**src/rtl/mc_controller_ext.sv**
```systemverilog
// Multicycle MIPS-subset main controller: one state register plus decoded
// control outputs, with memory-ready stalls and an unsupported-instruction flag.
module mc_controller_ext #(
    parameter int ALUCTRL_W     = 3,
    parameter bit MEM_HANDSHAKE = 1'b1
) (
    input  logic                 clk,
    input  logic                 reset,
    input  logic [5:0]           op,
    input  logic [5:0]           funct,
    input  logic                 zero,
    input  logic                 mem_ready,
    output logic                 pcen,
    output logic                 memwrite,
    output logic                 irwrite,
    output logic                 regwrite,
    output logic                 alusrca,
    output logic                 iord,
    output logic                 memtoreg,
    output logic                 regdst,
    output logic                 immsrc,
    output logic [1:0]           alusrcb,
    output logic [1:0]           pcsrc,
    output logic [ALUCTRL_W-1:0] alucontrol,
    output logic [3:0]           state,
    output logic                 illegal
);

    typedef enum logic [3:0] {
        FETCH   = 4'd0,  DECODE  = 4'd1,  MEMADR = 4'd2,  MEMRD  = 4'd3,
        MEMWB   = 4'd4,  MEMWR   = 4'd5,  RTYPEEX = 4'd6, RTYPEWB = 4'd7,
        BEQEX   = 4'd8,  ADDIEX  = 4'd9,  IMMWB  = 4'd10, JEX    = 4'd11,
        ANDIEX  = 4'd12, ORIEX   = 4'd13, BNEEX  = 4'd14
    } state_t;

    localparam logic [5:0] OP_R = 6'b000000, OP_LW = 6'b100011, OP_SW = 6'b101011,
                           OP_BEQ = 6'b000100, OP_BNE = 6'b000101, OP_ADDI = 6'b001000,
                           OP_ANDI = 6'b001100, OP_ORI = 6'b001101, OP_J = 6'b000010;

    state_t cur, nxt;
    logic   ready;
    logic   op_ok, funct_ok, bad_instr;
    logic   pcwrite;
    logic [2:0] alu3, funct_alu;

    assign ready = MEM_HANDSHAKE ? mem_ready : 1'b1;
    assign state = cur;

    always_comb begin
        op_ok = 1'b0;
        case (op)
            OP_R, OP_LW, OP_SW, OP_BEQ, OP_BNE,
            OP_ADDI, OP_ANDI, OP_ORI, OP_J: op_ok = 1'b1;
            default:                        op_ok = 1'b0;
        endcase
    end

    // funct_ok doubles as the legality test for R-type instructions
    always_comb begin
        funct_ok  = 1'b1;
        funct_alu = 3'b010;
        case (funct)
            6'b100000: funct_alu = 3'b010;
            6'b100010: funct_alu = 3'b110;
            6'b100100: funct_alu = 3'b000;
            6'b100101: funct_alu = 3'b001;
            6'b101010: funct_alu = 3'b111;
            default:   funct_ok  = 1'b0;
        endcase
    end

    assign bad_instr = !op_ok || ((op == OP_R) && !funct_ok);

    always_comb begin
        nxt = FETCH;
        case (cur)
            FETCH:   nxt = ready ? DECODE : FETCH;
            DECODE: begin
                if (bad_instr) nxt = FETCH;
                else begin
                    case (op)
                        OP_LW, OP_SW: nxt = MEMADR;
                        OP_R:         nxt = RTYPEEX;
                        OP_BEQ:       nxt = BEQEX;
                        OP_BNE:       nxt = BNEEX;
                        OP_ADDI:      nxt = ADDIEX;
                        OP_ANDI:      nxt = ANDIEX;
                        OP_ORI:       nxt = ORIEX;
                        default:      nxt = JEX;
                    endcase
                end
            end
            MEMADR:  nxt = (op == OP_LW) ? MEMRD : MEMWR;
            MEMRD:   nxt = ready ? MEMWB : MEMRD;
            MEMWR:   nxt = ready ? FETCH : MEMWR;
            RTYPEEX: nxt = RTYPEWB;
            ADDIEX, ANDIEX, ORIEX: nxt = IMMWB;
            default: nxt = FETCH;
        endcase
    end

    always_ff @(posedge clk) begin
        if (reset) cur <= FETCH;
        else       cur <= nxt;
    end

    always_comb begin
        pcwrite  = 1'b0;
        memwrite = 1'b0;
        irwrite  = 1'b0;
        regwrite = 1'b0;
        alusrca  = 1'b0;
        iord     = 1'b0;
        memtoreg = 1'b0;
        regdst   = 1'b0;
        immsrc   = 1'b0;
        alusrcb  = 2'b00;
        pcsrc    = 2'b00;
        alu3     = 3'b010;
        illegal  = 1'b0;
        case (cur)
            FETCH: begin
                alusrcb = 2'b01;
                irwrite = ready;
                pcwrite = ready;
            end
            DECODE: begin
                alusrcb = 2'b11;
                illegal = bad_instr;
            end
            MEMADR, ADDIEX: begin
                alusrca = 1'b1;
                alusrcb = 2'b10;
            end
            ANDIEX, ORIEX: begin
                alusrca = 1'b1;
                alusrcb = 2'b10;
                immsrc  = 1'b1;
                alu3    = (cur == ANDIEX) ? 3'b000 : 3'b001;
            end
            MEMRD:   iord = 1'b1;
            MEMWR: begin
                iord     = 1'b1;
                memwrite = 1'b1;
            end
            MEMWB: begin
                memtoreg = 1'b1;
                regwrite = 1'b1;
            end
            RTYPEEX: begin
                alusrca = 1'b1;
                alu3    = funct_alu;
            end
            RTYPEWB: begin
                regdst   = 1'b1;
                regwrite = 1'b1;
            end
            IMMWB:   regwrite = 1'b1;
            BEQEX, BNEEX: begin
                alusrca = 1'b1;
                pcsrc   = 2'b01;
                alu3    = 3'b110;
            end
            JEX: begin
                pcsrc   = 2'b10;
                pcwrite = 1'b1;
            end
            default: ;
        endcase
    end

    always_comb begin
        alucontrol      = '0;
        alucontrol[2:0] = alu3;
    end

    assign pcen = pcwrite | ((cur == BEQEX) & zero) | ((cur == BNEEX) & ~zero);

endmodule

```
**config.mk**
```make
export PLATFORM = sky130hd
export DESIGN_NAME = mc_controller_ext
export DESIGN_NICKNAME = d
export VERILOG_FILES = /design/src/rtl/mc_controller_ext.sv
export SDC_FILE = /design/constraint.sdc
export NUM_CORES = 1
export LEC_CHECK = 0
export ABC_AREA = 0
export CAP_MARGIN = 10
export CORE_ASPECT_RATIO = 1.4
export CORE_MARGIN = 10
export CORE_UTILIZATION = 25
export CTS_BUF_LIST = sky130_fd_sc_hd__clkbuf_4
export CTS_CLUSTER_DIAMETER = 40
export CTS_CLUSTER_SIZE = 14
export DETAILED_ROUTE_END_ITERATION = 8
export PLACE_DENSITY = 0.53
export SLEW_MARGIN = 20
export SYNTH_ARGS = -nofsm -noshare
export SYNTH_HDL_FRONTEND = slang
export SYNTH_SLANG_ARGS = --single-unit
```
**constraint.sdc**
```tcl
create_clock -name clk -period 2.7 [get_ports clk]
set_input_delay 0.405 -clock clk [delete_from_list [all_inputs] [get_ports clk]]
set_output_delay 0.405 -clock clk [all_outputs]
set_load 0.01 [all_outputs]
```
# ---- Word-level counts from Yosys, hierarchy flattened
# Index checks and enable logic that the tools add are counted.
dict set report totals {
  ff_bits 4
  input_bits 16
  output_inout_bits 21
  word_cells 73
}
dict set report op_classes {
  eq_ne 27
  mux 24
  n_bitwise 5
  n_reduce_logical 16
}
# operator n
set op_table {}
lappend op_table {{$pmux 4 s7} 2}
lappend op_table {{$eq 6x6->1 const B} 7}
lappend op_table {{$eq 4x4->1 const B} 7}
lappend op_table {{$eq 6x4->1 const B} 3}
lappend op_table {{$eq 4x3->1 const B} 4}
lappend op_table {{$mux 1} 13}
lappend op_table {{$eq 6x3->1 const B} 2}
lappend op_table {{$pmux 3 s4} 1}
lappend op_table {{$mux 3} 3}
lappend op_table {{$pmux 3 s3} 1}
lappend op_table {{$reduce_or 9->1} 1}
lappend op_table {{$eq 4x2->1 const B} 2}
lappend op_table {{$reduce_or 2->1} 4}
lappend op_table {{$reduce_or 7->1} 1}
lappend op_table {{$eq 6x2->1 const B} 1}
lappend op_table {{$logic_not 6->1} 1}
lappend op_table {{$pmux 2 s3} 1}
lappend op_table {{$reduce_or 3->1} 2}
lappend op_table {{$reduce_or 5->1} 1}
lappend op_table {{$eq 4x1->1 const B} 1}
lappend op_table {{$logic_not 4->1} 1}
lappend op_table {{$mux 4} 1}
lappend op_table {{$pmux 2 s2} 1}
lappend op_table {{$reduce_or 4->1} 1}
lappend op_table {{7 further kinds} 10}

# ---- Logic depth before layout (Yosys ltp)
# Gate-level depths: netlist of run 1.
dict set report logic_depth {
  depth_word 8
  ltp_mapped 5
  depth_no_buf 4
}

# ---- Worst setup path before layout of run 1
# OpenSTA, ideal clock, no wires.
dict set report synth_timing {
  kind {in2out}
  from {input op[2]}
  to {output illegal}
  arrival_time_ns 1.347
  required_time_ns 2.295
  setup_slack_ns 0.948
  path_stages 5
  path_buffers 1
  cell_sequence {buf_2 -> o21a_1 -> nor3_1 -> o21ai_0 -> o211a_1}
}
dict set report synth_between {
  elab_chain_cells 6
  word_cells_on_any_way 15
  classes_between {eq/ne: 8; mux: 2; reduce/logical: 5}
}
# element line
set synth_lines {}
lappend synth_lines {{from (decl)} 9} ;# input logic [5:0] op,
lappend synth_lines {{$eq 6x6->1, or another cell as far along} 51} ;# case (op)
lappend synth_lines {{$reduce_or 9->1} 51}
lappend synth_lines {{$mux 1} 51}
lappend synth_lines {{$logic_not 1->1} 72} ;# assign bad_instr = !op_ok || ((op == OP_R) && !funct_ok);
lappend synth_lines {{$logic_or 1x1->1 (*)} 72}
lappend synth_lines {{$mux 1 (*)} 121} ;# case (cur)
lappend synth_lines {{to (decl)} 26} ;# output logic illegal
# Mark *: on every way between the ends. The rest lies on a longest branch, timed or not.

# ---- Worst setup path in the final report of run 1
dict set report layout_timing {
  from {input funct[1]}
  to {output alucontrol[2]}
}
dict set report layout_between {
  elab_chain_cells 3
  word_cells_on_any_way 6
  classes_between {eq/ne: 4; mux: 2}
}
# element line
set layout_lines {}
lappend layout_lines {{from (decl)} 10} ;# input logic [5:0] funct,
lappend layout_lines {{$eq 6x6->1} 62} ;# case (funct)
lappend layout_lines {{$pmux 3 s4 (*)} 62}
lappend layout_lines {{$pmux 3 s3 (*)} 121}
lappend layout_lines {{to (decl)} 24} ;# output logic [ALUCTRL_W-1:0] alucontrol,
# Marks and branches as above.

==> out/results.txt, run 1 <==
Final HPWL DP = 2260 µm
Final hold vios = 0
Max reg flops = 4
Clock slew at reported path FFs = 0.04 ns
Synthesized area = 793 µm²
Layout area overhead = 58.4%
Crit path launch type = primary input
Post-CTS setup buffers = 0
Vias in the first global route = 1012
Overall global routing resource usage = 0.106
Max-cap violation count = 0
WP data required = 2.30 ns
Async SR Flop Fraction = 0
Yosys warns = 0
Most frequent cells in the layout = clkdlybuf4s50_1 (33), buf_4 (12), nor2_1 (10), o21ai_0 (7), a21oi_1 (7)
CTS Sinks = 4
Seq/Total Area, Yosys = 0.101
Final setup vio count = 0
Final core utilization = 0.406
Tcrit/Tclk final = 0.938
Post-synth top flop = dfxtp_1
Max_slew headroom = 0.638
Nets = 167
Post-CTS Resized = 1
Crit Path Category = in2out
Synthesized net count = 123
DRT iter0 DRCs = 34
Crit-path max FO = 4
First-pass GRT wire length = 5050 µm
Diode count = 0
WL/cell = 15.3 µm
Worst vdd ir = 0.135 mV
H-tree lvl count = 1
Pwr Density = 211 mW/mm²
Clock Latency Late Sink = 0.24 ns
Final antenna-violating net count = 0
Grt total ovfl = 0
Post-DP Area = 0.00121 mm²
Final Slew Violations = 0
Average size of a mapped cell = 7.41 µm²
Fill cells = 337
Port Buffers = 36
Fraction of layout instances using a drive strength above 1 = 0.174
Hold Path Class = reg2reg
Cell Rows = 24
Hold buffers post-CTS = 0
Starting density of the core = 0.256
Drt total wl = 2870 µm
Most common cell after layout, fill and taps aside = clkdlybuf4s50_1
Finished layout cell area = 0.00126 mm²
Synthesis-stage register bit count = 4
Root Driver = clkbuf_4
Num CTS Buffers = 3
Post-synth EDFFs = 0
R2r setup slk = 0.98 ns
Outcome = complete, no violations
# DRC = 0
Die width = 67.6 µm
Clk buf depth = 2
Tightest Pin Transition = 0.543 ns
Final Critical Period = 2.53 ns
Pin count of the biggest net entering global routing = 18
CP Data Arrival Time = 2.13 ns
Yosys cell types = 48
Floorplan Core Area = 0.00309 mm²
Crit end category = output pin
Clock Skews = 0.000152 ns
Post-Synthesis Cells = 107
TritonCTS clock tree = done
DIE HEIGHT = 86.7 µm
Via count = 978
Leak pwr = 0.456 nW
Drt pass-1 iters = 4
Initial antenna violation count = 0
F_max = 0.395 GHz
RSZ-0062 raised after global routing = false
Die Area = 0.00586 mm²
Final GP Congestion = 0.784
Boundary Pins = 37
Post-DR vias/cell = 5.20
-- worst max-delay path, cell delays in order --
cell and delay [ns]:
clkdlybuf4s50_1 0.54, nor3b_4 0.22, nor2b_1 0.16, o211ai_1 0.09
a21oi_1 0.16, clkdlybuf4s50_1 0.56
-- metal layers --
metal | vias up | GRT usage | share of wire | wire length [µm]
met2 | 31 | 0.181 | 0.54 | 1540
met1 | 449 | 0.118 | 0.38 | 1090
met3 | 4 | 0.0297 | 0.071 | 204
met5 | - | 0 | 0 | 0
met4 | 0 | 0.0393 | 0.015 | 42
li1 | 494 | - | - | -
-- cells in the mapped netlist (all sizes together) (2+ instances only) --
cell type	number	area [µm²]
a21o	3	22.5
nor2b	5	36.3
nor2	10	37.5
o22ai	3	18.8
nor3	6	30.0
a21oi	7	35.0
o21ai	7	35.0
o21bai	3	26.3
buf	9	78.8
nor3b	4	30.0
dfxtp	4	80.1
xnor2	2	17.5
a211oi	2	15.0
nand2	6	22.5
nand2b	6	40.0
o2111ai	3	26.3
-- worst paths after layout --
path,from,end,cells after the start
setup reg to reg,state[0],state[1],4
hold / removal,state[3],state[2],2
setup / recovery,funct[1],alucontrol[2],6
hold reg to reg,state[3],state[2],2
-- cells by family (layout without fill, tap and decap cells) --
logic type	Yosys count	in the layout	synth area share
AO/OA/AOI/OAI	40	40	0.375
XOR/XNOR	2	2	0.0221
buffers and inverters	10	52	0.104
flip-flops	4	4	0.101
multiplexers	1	1	0.0189
AND/OR/NAND/NOR	50	50	0.379
-- stage by stage --
stage / power [mW] / setup TNS (ns) / instances / hold slack (ns) / setup slack [ns]
2_1_floorplan: 0.127 / 0 / 107 / 0.591 / 0.948
3_3_place_gp: 0.187 / 0 / 185 / 0.617 / 0.00381
3_5_place_dp: 0.188 / -0.0339 / 185 / 0.619 / -0.0339
4_1_cts: 0.266 / 0 / 188 / 0.627 / 0.0202
5_1_grt: 0.284 / 0 / 188 / 0.666 / 0.0543
6_report: 0.265 / 0 / 188 / 0.618 / 0.167
-- area by class of cell --
cell class                 count  area [µm²]  share of cell area
clock buffer                   3        22.5              0.0179
inverter                       1        3.75             0.00299
multi-input combinational     93         647               0.515
timing repair buffer          48         454               0.362
tap                           39        48.8              0.0388
sequential                     4        80.1              0.0637
-- report_power, final --
group / total [mW] / switching (mW) / internal [mW]
Sequential: 0.0676 / 0.00630 / 0.0613
Clock: 0.0764 / 0.0265 / 0.0498
Combinational: 0.121 / 0.0526 / 0.0684
Total: 0.265 / 0.0854 / 0.180
Power figures use the tool's default switching activity.
==> inputs of run 2 (changes only) <==
--- a/config.mk
+++ b/config.mk
@@ -14,7 +14,9 @@
 export CTS_CLUSTER_DIAMETER = 40
 export CTS_CLUSTER_SIZE = 14
 export DETAILED_ROUTE_END_ITERATION = 8
+export HOLD_SLACK_MARGIN = 0.03
 export PLACE_DENSITY = 0.53
+export RECOVER_POWER = 100
 export SLEW_MARGIN = 20
 export SYNTH_ARGS = -nofsm -noshare
 export SYNTH_HDL_FRONTEND = slang
==> run 2 against run 1 <==
Net effect:
- wire length is the same
- design area shrank 2.6%
- setup slack gained 0.0044 ns
- combinational power shrank 3%
- register-to-register slack lost 0.22 ns
- cell count is the same
- total power shrank 2.0%
- critical path depth is the same
- clock skew is essentially flat
- worst hold slack lost 0.013 ns
- critical path type unchanged
- critical endpoint is now illegal
- largest cell class unchanged
- largest power group unchanged
==> out/results.txt, run 2 (synthesis results as in run 1) <==
Drt total wl = 2870 µm
Non-filler instance count after layout = 188
Pwr Density = 212 mW/mm²
Placed cells = 185
Crit end category = output pin
DIE HEIGHT = 86.7 µm
F_max = 0.395 GHz
Crit-path max FO = 4
RSZ-0062 raised after global routing = false
Final Slew Violations = 0
Hold depth = 2
Grt total ovfl = 0
Met3 Track Usage GR = 0.0297
WL/cell = 15.3 µm
Boundary Pins = 37
Post-Place Setup Slack = -0.0339 ns
Final setup vio count = 0
Largest delay share family, worst path = buffers and inverters
Max_slew headroom = 0.579
Power, Total = 0.260 mW
Met1 Use GR = 0.118
# DRC = 0
Starting density of the core = 0.256
DRT iter0 DRCs = 35
Fin Setup TNS = 0 ns
Pin count of the biggest net entering global routing = 18
Max-cap violation count = 0
Post-DR vias/cell = 5.14
Num CTS Buffers = 3
Initial antenna violation count = 0
First-pass GRT wire length = 5050 µm
Clock Skews = 0.0000642 ns
Max reg flops = 4
Crit Path Category = in2out
Clk buf depth = 2
CP Data Arrival Time = 2.12 ns
CTS Sinks = 4
Worst vdd ir = 0.128 mV
Floorplan Core Area = 0.00309 mm²
Post-CTS setup buffers = 0
H-tree lvl count = 1
Most common cell after layout, fill and taps aside = clkdlybuf4s50_1
Leak pwr = 0.463 nW
Final hold vios = 0
Outcome = complete, no violations
Hold Path Class = reg2reg
Root Driver = clkbuf_4
Die width = 67.6 µm
Met2 usage = 0.181
Die Area = 0.00586 mm²
Final antenna-violating net count = 0
Clock Latency Late Sink = 0.24 ns
Nets = 167
Crit path buf inv count = 2
Layout area overhead = 54.3%
Tcrit/Tclk final = 0.936
Overall global routing resource usage = 0.106
WP data required = 2.30 ns
TritonCTS clock tree = done
Tightest Pin Transition = 0.626 ns
Final Critical Period = 2.53 ns
Cell Rows = 24
Clock slew at reported path FFs = 0.04 ns
Final GP Congestion = 0.784
Hold buffers post-CTS = 0
Fraction of layout instances using a drive strength above 1 = 0.148
CP cell instances = clkdlybuf4s50_1 -> and2b_4 -> o311ai_1 -> o21ai_0 -> o211a_1 -> dlygate4sd2_1
R2R depth = 4
Diode count = 0
Via count = 966
Most frequent cells in the layout = clkdlybuf4s50_1 (21), dlygate4sd3_1 (12), buf_4 (12), nor2_1 (10)
Vias in the first global route = 1012
Crit path launch type = primary input
Drt pass-1 iters = 4
Most used routing layer = met2
Critical path's slowest cell = clkdlybuf4s50_1
Slowest Stage Delay on Critical Path = 0.53 ns
Total stage count of the critical path = 6
Port Buffers = 36
Final HPWL DP = 2260 µm
Final setup margin = 0.171 ns
-- run 2: path summary, 6_finish.rpt --
| kind | from | end | slack [ns] |
|---|---|---|---|
| worst max-delay path | funct[1] | illegal | 0.17 |
| worst min-delay path | state[3] | state[2] | 0.60 |
| worst max register to register | state[0] | state[1] | 0.76 |
| worst min register to register | state[3] | state[2] | 0.60 |
-- run 2: cell type report --
class,count,area (µm²)
fill,343,1870
clock buffer,3,22.5
sequential,4,80.1
tap,39,48.8
inverter,1,3.75
multi-input combinational,93,617
timing repair buffer,48,452
-- run 2: where the power goes --
group / switching [mW] / internal [mW]
sequential: 0.00610 / 0.0613
clock: 0.0258 / 0.0498
combinational: 0.0508 / 0.0659
-- run 2: metal layers --
metal | wire length [µm] | up-vias | part of all wire
met5 | 0 | - | 0
met4 | 40 | 0 | 0.014
met2 | 1520 | 28 | 0.53
met3 | 198 | 4 | 0.069
li1 | - | 492 | -
met1 | 1110 | 442 | 0.39
-- run 2: metrics by stage --
step | instance area [µm²] | hold slack (ns) | util
floorplan | 793 | 0.591 | -
global placement | 1210 | 0.617 | 0.392
detailed placement | 1210 | 0.619 | 0.392
CTS | 1230 | 0.627 | 0.399
global route | 1220 | 0.643 | 0.396
finish | 1220 | 0.605 | 0.396
-- run 2: repair_timing --
action	4_1_cts	5_1_grt
setup endpoints to repair	1	1
resized for setup	1	5
endpoints found under the hold margin	0	0
-- run 2: worst reg2reg max path, cell delays in order, from the launching register on --
cell       delay [ns]
dfxtp_1          0.64
nand2b_1         0.19
nor4_1           0.51
o2111ai_1        0.21
a41oi_1          0.30
